**config.mk**
```make
export PLATFORM = sky130hd
export DESIGN_NAME = fdiv_mantissa_seq_flat
export DESIGN_NICKNAME = d
export VERILOG_FILES = /design/src/rtl/fdiv_mantissa_seq_pkg.sv /design/src/rtl/fdiv_mantissa_seq_if.sv /design/src/rtl/fdiv_mantissa_seq_restore_step.sv /design/src/rtl/fdiv_mantissa_seq.sv /design/src/flat_wrapper.sv
export SDC_FILE = /design/constraint.sdc
export NUM_CORES = 1
export LEC_CHECK = 0
export CORE_UTILIZATION = 35
export CTS_BUF_LIST = sky130_fd_sc_hd__clkbuf_4 sky130_fd_sc_hd__clkbuf_8
export DETAILED_ROUTE_END_ITERATION = 10
export MAX_ROUTING_LAYER = met4
export SLEW_MARGIN = 20
export SYNTH_ARGS = -nofsm -noshare
export SYNTH_HDL_FRONTEND = slang
export SYNTH_SLANG_ARGS = --single-unit
```
**constraint.sdc**
```tcl
create_clock -name clk -period 8 [get_ports clk]
set_clock_uncertainty 0.05 [all_clocks]
set_input_delay 1.6 -clock clk [delete_from_list [all_inputs] [get_ports clk]]
set_output_delay 1.6 -clock clk [all_outputs]
set_load 0.02 [all_outputs]
```
**src/rtl/fdiv_mantissa_seq_pkg.sv**
```systemverilog
// Shared definitions for the sequential restoring mantissa divider.
// Width defaults, FSM encoding and the divide-by-zero quotient pattern.
package fdiv_mantissa_seq_pkg;

  localparam int MW_DEF = 24;
  localparam int QW_DEF = 26;

  typedef enum logic {
    IDLE = 1'b0,
    BUSY = 1'b1
  } state_e;

  // Sliced down to QW by users; QW is bounded by the 5-bit iteration counter.
  localparam logic [31:0] DZ_QUOT_ALL = 32'hFFFF_FFFF;

endpackage

```
**src/rtl/fdiv_mantissa_seq_if.sv**
```systemverilog
// Handshake and operand/result bundle between the divide-path pipeline
// (master) and the mantissa divider (slave).
interface fdiv_mantissa_seq_if
  import fdiv_mantissa_seq_pkg::*;
#(
  parameter int MW = MW_DEF,
  parameter int QW = QW_DEF
);

  logic          start;
  logic [MW-1:0] a;
  logic [MW-1:0] b;
  logic          busy;
  logic          done;
  logic [QW-1:0] q;
  logic          sticky;
  logic          dz;

  modport master (
    output start, a, b,
    input  busy, done, q, sticky, dz
  );

  modport slave (
    input  start, a, b,
    output busy, done, q, sticky, dz
  );

endinterface

```
**src/rtl/fdiv_mantissa_seq_restore_step.sv**
```systemverilog
// One combinational restoring-division step: trial subtract, select, shift.
// Kept standalone so radix-4 or square-root units can reuse it.
module fdiv_restore_step
  import fdiv_mantissa_seq_pkg::*;
#(
  parameter int MW = MW_DEF
) (
  input  logic [MW:0]   r_i,
  input  logic [MW-1:0] d_i,
  output logic [MW:0]   r_o,
  output logic          bit_o
);

  logic [MW+1:0] diff;

  always_comb begin
    diff  = {1'b0, r_i} - {2'b00, d_i};
    bit_o = ~diff[MW+1];
    // A non-negative difference is below d, so the shifted value still fits MW+1 bits.
    if (bit_o) begin
      r_o = diff[MW:0] << 1;
    end else begin
      r_o = r_i << 1;
    end
  end

endmodule

```
**src/rtl/fdiv_mantissa_seq.sv**
```systemverilog
// Sequential restoring mantissa divider, one quotient bit per cycle.
// Define FDIV_STICKY_EN to compute sticky from the final remainder; otherwise sticky is 0.
module fdiv_mantissa_seq
  import fdiv_mantissa_seq_pkg::*;
#(
  parameter int MW = MW_DEF,
  parameter int QW = QW_DEF
) (
  input  logic              clk,
  input  logic              clrn,
  fdiv_mantissa_seq_if.slave bus
);

  state_e        state_q, state_d;
  logic [MW:0]   r_q, r_d;
  logic [MW-1:0] d_q, d_d;
  logic [QW-1:0] qs_q, qs_d;
  logic [4:0]    cnt_q, cnt_d;
  logic [QW-1:0] q_q, q_d;
  logic          sticky_q, sticky_d;
  logic          dz_q, dz_d;
  logic          done_q, done_d;

  logic [MW:0]   stepR;
  logic          stepBit;
  logic [QW-1:0] qsNext;

  fdiv_restore_step #(.MW(MW)) u_step (
    .r_i   (r_q),
    .d_i   (d_q),
    .r_o   (stepR),
    .bit_o (stepBit)
  );

  assign qsNext = {qs_q[QW-2:0], stepBit};

  always_ff @(posedge clk or negedge clrn) begin
    if (!clrn) begin
      state_q  <= IDLE;
      r_q      <= '0;
      d_q      <= '0;
      qs_q     <= '0;
      cnt_q    <= '0;
      q_q      <= '0;
      sticky_q <= 1'b0;
      dz_q     <= 1'b0;
      done_q   <= 1'b0;
    end else begin
      state_q  <= state_d;
      r_q      <= r_d;
      d_q      <= d_d;
      qs_q     <= qs_d;
      cnt_q    <= cnt_d;
      q_q      <= q_d;
      sticky_q <= sticky_d;
      dz_q     <= dz_d;
      done_q   <= done_d;
    end
  end

  always_comb begin
    state_d  = state_q;
    r_d      = r_q;
    d_d      = d_q;
    qs_d     = qs_q;
    cnt_d    = cnt_q;
    q_d      = q_q;
    sticky_d = sticky_q;
    dz_d     = dz_q;
    done_d   = 1'b0;

    unique case (state_q)
      IDLE: begin
        if (bus.start) begin
          // A zero divisor finishes immediately without entering the iteration.
          if (bus.b == '0) begin
            q_d      = DZ_QUOT_ALL[QW-1:0];
            sticky_d = 1'b0;
            dz_d     = 1'b1;
            done_d   = 1'b1;
          end else begin
            r_d     = {1'b0, bus.a};
            d_d     = bus.b;
            qs_d    = '0;
            cnt_d   = 5'(QW - 1);
            state_d = BUSY;
          end
        end
      end

      BUSY: begin
        r_d  = stepR;
        qs_d = qsNext;
        if (cnt_q == 5'd0) begin
          q_d      = qsNext;
`ifdef FDIV_STICKY_EN
          sticky_d = |stepR;
`else
          sticky_d = 1'b0;
`endif
          dz_d     = 1'b0;
          done_d   = 1'b1;
          state_d  = IDLE;
        end else begin
          cnt_d = cnt_q - 5'd1;
        end
      end

      default: state_d = IDLE;
    endcase
  end

  assign bus.busy   = (state_q == BUSY);
  assign bus.done   = done_q;
  assign bus.q      = q_q;
  assign bus.sticky = sticky_q;
  assign bus.dz     = dz_q;

endmodule

```
**src/flat_wrapper.sv**
```systemverilog
// flat-port wrapper written by rule: the top's interface ports become plain ports
module fdiv_mantissa_seq_flat import fdiv_mantissa_seq_pkg::*;
#(
  parameter int MW = MW_DEF,
  parameter int QW = QW_DEF
)
  (clk, clrn, bus_start, bus_a, bus_b, bus_busy, bus_done, bus_q, bus_sticky, bus_dz);
  fdiv_mantissa_seq_if #(.MW(MW), .QW(QW)) bus_i ();
  input  logic clk;
  input  logic clrn;
  input wire logic [$bits(bus_i.start)-1:0] bus_start;
  input wire logic [$bits(bus_i.a)-1:0] bus_a;
  input wire logic [$bits(bus_i.b)-1:0] bus_b;
  output wire logic [$bits(bus_i.busy)-1:0] bus_busy;
  output wire logic [$bits(bus_i.done)-1:0] bus_done;
  output wire logic [$bits(bus_i.q)-1:0] bus_q;
  output wire logic [$bits(bus_i.sticky)-1:0] bus_sticky;
  output wire logic [$bits(bus_i.dz)-1:0] bus_dz;
  assign bus_i.start = bus_start;
  assign bus_i.a = bus_a;
  assign bus_i.b = bus_b;
  assign bus_busy = bus_i.busy;
  assign bus_done = bus_i.done;
  assign bus_q = bus_i.q;
  assign bus_sticky = bus_i.sticky;
  assign bus_dz = bus_i.dz;
  fdiv_mantissa_seq #(.MW(MW), .QW(QW)) u_core (.clk(clk), .clrn(clrn), .bus(bus_i));
endmodule
```
* Word level (Yosys, flattened, before mapping) *
Cells that the tools add are included.

storage, ports and cells
  word-level logic and storage cells = 55
  bits in read-only memories = 0
  memories = 0
  input port bits = 51
  bits in latches = 0
  memory bits (writable) = 0
  flip-flop bits (word level) = 109
  output and inout bits = 30

operators by class
  divide/modulo/power cells = 0
  magnitude comparators = 0
  shift-type cells = 0
  multipliers = 0
  muxes and demuxes = 30
  reduce and logical (&&, ||, !) cells = 6
  add/sub/neg operators = 2
  bitwise operators = 3
  eq/ne operators = 5

operators by type and width
  operator             number
  $mux 25              5
  $pmux 25 s2          2
  $mux 26              3
  $pmux 26 s2          1
  $sub 25x24->26       1
  $logic_not 24->1     1
  $mux 5               3
  $mux 1               11
  $pmux 5 s2           1
  $reduce_and 3->1     3
  $ne 2x2->1 const B   4
  $pmux 1 s2           4
  $logic_not 5->1      1
  $sub 5x1->5 const B  1
  $not 1->1            3
  $ne 2x1->1 const B   1
  $reduce_and 2->1     1

* Longest topological paths before layout *
  word-level depth = 4
  mapped depth = 12
  depth with buffers taken out = 11

* By module *
Synthesis repeated with hierarchy kept, for this count alone.

unflattened totals
  cells, all modules = 670
  area, all modules = 6476.2 um^2

by module, submodules not included
  module             cells an instance  seq. area each (um^2)  area each (um^2)  times used
  fdiv_mantissa_seq  438                2702.6                 4723.3            1
  fdiv_restore_step  232                0.0                    1752.9            1

* Worst setup path after synthesis *
No wires, ideal clock.

  path type = input -> register
  start point = in bus_b[12]
  end point = reg u_core.r_q[8]
  setup time = 0.136 ns
  required time = 7.814 ns
  path buffers = 2
  data arrival time = 3.129 ns
  stages on the path = 7
  setup slack = 4.685 ns
  cell sequence = nor4_1 -> nand4_1 -> o21ai_2 -> buf_2 -> buf_2 -> mux2i_1 -> o211ai_1

on the way
  word-level cells in the longest chain between the ends = 3

RTL lines
  element                            RTL line                 source
  start: declaration                 flat_wrapper.sv:13       input wire logic [$bits(bus_i.b)-1:0] bus_b;
  $logic_not 24->1                   fdiv_mantissa_seq.sv:76  if (bus.b == '0) begin
  $ne 2x2->1 (no source line)        -
  $reduce_and 2->1 (no source line)  -
  end signal: assignment             fdiv_mantissa_seq.sv:50  r_q <= r_d;
  end: declaration                   fdiv_mantissa_seq.sv:15  logic [MW:0] r_q, r_d;

Every way passes these cells.
A chain may end at the register's enable or synchronous reset.

* Final worst setup path *
  start point = in bus_b[19]
  end point = reg u_core.r_q[18]

The elaborated chain is that of the path after synthesis.

==> metrics.txt <==
# TYPE chip_impl_metric gauge
chip_impl_metric{name="mappedNetlistArea",unit="sq um"} 6000
chip_impl_metric{name="seqCellArea",unit="sq um"} 2700
chip_impl_metric{name="h_tree_levels",unit=""} 3
chip_impl_metric{name="worstPathArrival",unit="ns"} 4.93
chip_impl_metric{name="route.detailed.vias_per_inst",unit=""} 5.38
chip_impl_metric{name="io-pin-count",unit=""} 81
chip_impl_metric{name="cts.repair.resized",unit=""} 0
chip_impl_metric{name="final_layout_size_suffix_gt1_frac",unit=""} 0.0719
chip_impl_metric{name="max_slew.worst_pin.slew",unit="ns"} 1.11
chip_impl_metric{name="yosys.cell_types.count",unit=""} 61
chip_impl_metric{name="postSynthAreaPerCell",unit="sq um"} 9.28
chip_impl_metric{name="first_global_vias",unit=""} 5010
chip_impl_metric{name="power_density_normalized_to_cell_area",unit="nW/um^2"} 490
chip_impl_metric{name="fillCellCount",unit=""} 1613
chip_impl_info{name="final_common_cell",value="sky130_fd_sc_hd__dfrtp_1"} 1
chip_impl_info{name="most-common-layout-cells",value="sky130_fd_sc_hd__dfrtp_1, sky130_fd_sc_hd__nand2_1, sky130_fd_sc_hd__clkdlybuf4s50_1, sky130_fd_sc_hd__o21ai_0, sky130_fd_sc_hd__nor2_1"} 1
chip_impl_metric{name="cts_hold_repair.buffers",unit=""} 0
chip_impl_info{name="worstHoldPathType",value="register to register"} 1
chip_impl_metric{name="die_height",unit="microns"} 133
chip_impl_metric{name="numClockSinks",unit=""} 108
chip_impl_metric{name="io_buffer_count",unit=""} 79
chip_impl_metric{name="worst-path-max-fanout",unit=""} 38
chip_impl_metric{name="power",unit="uW"} 3530
chip_impl_metric{name="core_area",unit="sq um"} 16600
chip_impl_metric{name="num_rows",unit=""} 47
chip_impl_metric{name="total_number_of_yosys_warnings",unit=""} 0
chip_impl_metric{name="clk_path_buf_depth",unit=""} 2
chip_impl_metric{name="final.period_utilization",unit=""} 0.592
chip_impl_metric{name="cellLeakagePower",unit="uW"} 0.00298
chip_impl_metric{name="worst_ep_required_time",unit="ns"} 8.19
chip_impl_metric{name="max_slew_margin",unit=""} 0.254
chip_impl_metric{name="drv.max_cap_violation_count",unit=""} 0
chip_impl_metric{name="vias",unit=""} 5001
chip_impl_metric{name="postSynthRegisterBits",unit=""} 108
chip_impl_metric{name="start_util",unit=""} 0.360
chip_impl_info{name="status",value="complete, no violations"} 1
chip_impl_metric{name="report.final.hold_viol_count",unit=""} 0
chip_impl_info{name="timing.critical_path.to_type",value="register"} 1
chip_impl_metric{name="cts_post_setup_buffers_inserted",unit=""} 0
chip_impl_info{name="ctsRootBufferMaster",value="sky130_fd_sc_hd__clkbuf_8"} 1
chip_impl_metric{name="grt_remaining_overflow",unit=""} 0
chip_impl_metric{name="worst_ir_drop_vdd",unit="mV"} 0.163
chip_impl_metric{name="report.final.slew_viol_count",unit=""} 0
chip_impl_metric{name="route.detailed.drc",unit=""} 0
chip_impl_metric{name="gp_congestion",unit=""} 0.898
chip_impl_metric{name="grt_antenna_before_repair",unit=""} 0
chip_impl_metric{name="async_reset_ff_frac",unit=""} 1.00
chip_impl_metric{name="grtUsageTotal",unit=""} 0.190
chip_impl_metric{name="finalNetCount",unit=""} 782
chip_impl_metric{name="synth.yosys.seq_area_share",unit=""} 0.451
chip_impl_metric{name="fp.dieW",unit="microns"} 133
chip_impl_info{name="rsz0062_at_grt",value="no"} 1
chip_impl_metric{name="gate_count_of_the_mapped_netlist",unit=""} 646
chip_impl_metric{name="drt_iter0_markers",unit=""} 360
chip_impl_metric{name="maximum_clock_frequency",unit="GHz"} 0.211
chip_impl_metric{name="first_pass_iteration_count_of_the_detailed_router",unit=""} 5
chip_impl_metric{name="grt_pass1_wl",unit="microns"} 25900
chip_impl_metric{name="cts_made_buffers",unit=""} 9
chip_impl_metric{name="syn_nets",unit=""} 724
chip_impl_metric{name="die_area",unit="sq um"} 17700
chip_impl_metric{name="detail-route-antenna-nets",unit=""} 0
chip_impl_metric{name="clkSlewWorstSetupHoldPaths",unit="ns"} 0.12
chip_impl_metric{name="dp.final_hpwl",unit="microns"} 10500
chip_impl_metric{name="report.final.setup_viol",unit=""} 0
chip_impl_metric{name="summed_negative_setup_slack_over_all_endpoints",unit="ns"} 0
chip_impl_info{name="timing.critical_path.from_type",value="input port"} 1
chip_impl_metric{name="grt_start_max_net_pins",unit=""} 63
chip_impl_metric{name="area.growth.synth_to_final",unit="%"} 20.2
chip_impl_metric{name="num_antenna_cells",unit=""} 0
chip_impl_metric{name="routed_wire_length_per_instance",unit="microns"} 16.4
chip_impl_metric{name="minimum_clock_period",unit="ns"} 4.74
chip_impl_metric{name="clk-insertion-delay-late",unit="ns"} 0.40
chip_impl_info{name="ys.flop_type",value="sky130_fd_sc_hd__dfrtp_1"} 1
chip_impl_info{name="timing.setup.critical_path_class",value="input port to register"} 1
chip_impl_info{name="tritoncts_clock_tree",value="built"} 1
chip_impl_metric{name="multi_input_comb_area",unit="sq um"} 3030
chip_impl_metric{name="totalWireLength",unit="microns"} 15200
chip_impl_metric{name="synth_edf_count",unit=""} 0
-- logic make-up (layout without fill, tap and decap cells) --
family	after synthesis	count (layout)	share of synthesized area
compound gates	194	194	0.223
xor+xnor	19	19	0.0278
fa+ha+maj	27	27	0.0576
buf+inv	73	136	0.0476
flops	108	108	0.451
mux	25	25	0.0442
other cells	1	1	0.000625
simple gates	199	199	0.149
-- metal layers --
metal	track usage	vias up	routed length [microns]
met5	-	-	0
met4	0.0830	0	403
met3	0.0257	26	612
met2	0.287	127	6890
met1	0.255	2413	7330
li1	-	2435	-
-- state kept, by name, summed over array words and instances, names as in the netlist --
| name | cells |
|---|---|
| u_core.bus.busy | 1 |
| u_core.d_q | 24 |
| u_core.bus.done | 1 |
| u_core.bus.q | 26 |
| u_core.bus.dz | 1 |
| u_core.cnt_q | 5 |
| u_core.r_q | 25 |
| u_core.qs_q | 25 |
-- final cells by class --
| cell class | count | share of cell area |
|---|---|---|
| clock buffer | 9 | 0.0172 |
| clock inverter | 7 | 0.0146 |
| inverter | 35 | 0.0182 |
| multi-input combinational | 465 | 0.421 |
| sequential | 108 | 0.375 |
| tap | 220 | 0.0382 |
| timing repair buffer | 85 | 0.116 |
-- critical path, cell delays in order --
cell,delay (ns)
sky130_fd_sc_hd__clkdlybuf4s50_1,0.42
sky130_fd_sc_hd__nor4_1,0.69
sky130_fd_sc_hd__nand4_1,0.35
sky130_fd_sc_hd__o21ai_4,0.91
sky130_fd_sc_hd__buf_4,0.44
sky130_fd_sc_hd__mux2_2,0.37
sky130_fd_sc_hd__nor2_1,0.08
sky130_fd_sc_hd__a31oi_1,0.05
-- cells in the mapped netlist, types with 2 or more instances --
library cell,n,share of area
sky130_fd_sc_hd__nor4_1,12,0.013
sky130_fd_sc_hd__or2_2,2,0.0021
sky130_fd_sc_hd__xnor2_1,12,0.018
sky130_fd_sc_hd__o31ai_1,3,0.0038
sky130_fd_sc_hd__a21oi_1,20,0.017
sky130_fd_sc_hd__xor2_1,7,0.010
sky130_fd_sc_hd__nor3_1,5,0.0042
sky130_fd_sc_hd__o221ai_2,2,0.0050
sky130_fd_sc_hd__inv_1,34,0.021
sky130_fd_sc_hd__or3_1,3,0.0031
sky130_fd_sc_hd__buf_2,6,0.0050
sky130_fd_sc_hd__and2_1,3,0.0031
sky130_fd_sc_hd__o21a_1,4,0.0050
sky130_fd_sc_hd__a31oi_1,19,0.020
sky130_fd_sc_hd__o211ai_1,7,0.0088
sky130_fd_sc_hd__mux2i_1,13,0.022
sky130_fd_sc_hd__nand2_1,98,0.061
sky130_fd_sc_hd__o22a_1,26,0.038
sky130_fd_sc_hd__a21o_1,7,0.0088
sky130_fd_sc_hd__o21bai_1,4,0.0050
sky130_fd_sc_hd__ha_1,26,0.054
sky130_fd_sc_hd__mux2_2,12,0.023
sky130_fd_sc_hd__dfrtp_1,108,0.45
sky130_fd_sc_hd__o21ai_2,2,0.0029
sky130_fd_sc_hd__clkbuf_1,31,0.019
sky130_fd_sc_hd__nor2_1,37,0.023
sky130_fd_sc_hd__nor2b_1,3,0.0031
sky130_fd_sc_hd__and3_1,3,0.0031
sky130_fd_sc_hd__nand4_1,6,0.0063
sky130_fd_sc_hd__nand3_1,16,0.013
sky130_fd_sc_hd__a211oi_1,6,0.0075
sky130_fd_sc_hd__o2111ai_1,2,0.0029
sky130_fd_sc_hd__o21ai_0,67,0.056
sky130_fd_sc_hd__o41ai_1,6,0.0088
sky130_fd_sc_hd__nand2b_1,5,0.0052
sky130_fd_sc_hd__a31o_2,2,0.0029
sky130_fd_sc_hd__a211o_1,3,0.0044
-- where the power goes --
group	internal [uW]	total [uW]	switching, uW
clock network	157	377	220
logic	939	2140	1200
registers	821	1010	193
total	1920	3530	1620
-- worst paths after layout --
check	cells after the start	from	endpoint	slack (ns)
worst max-delay path	8	bus_b[19]	u_core.r_q[18]	3.26
worst min-delay path	1	u_core.bus.q[10]	u_core.bus.q[10]	0.45
worst max register to register	10	u_core.d_q[1]	u_core.r_q[1]	4.52
worst min register to register	1	u_core.bus.q[10]	u_core.bus.q[10]	0.45
max in group asynchronous	2	clrn	u_core.r_q[21]	5.49
min in group asynchronous	1	clrn	u_core.d_q[11]	1.16
-- per-stage QoR --
stage	hold WS (ns)	util	instances	instance area, sq um	worst slack [ns]
4_1_cts	0.454	0.433	929	7200	3.36
5_1_grt	0.465	0.433	929	7200	3.10
6_report	0.454	0.433	929	7200	3.26
2_1_floorplan	0.402	-	646	6000	4.69
3_3_place_gp	0.427	0.419	913	6970	2.98
3_5_place_dp	0.426	0.419	913	6970	2.93
Power figures use the tool's default switching activity.
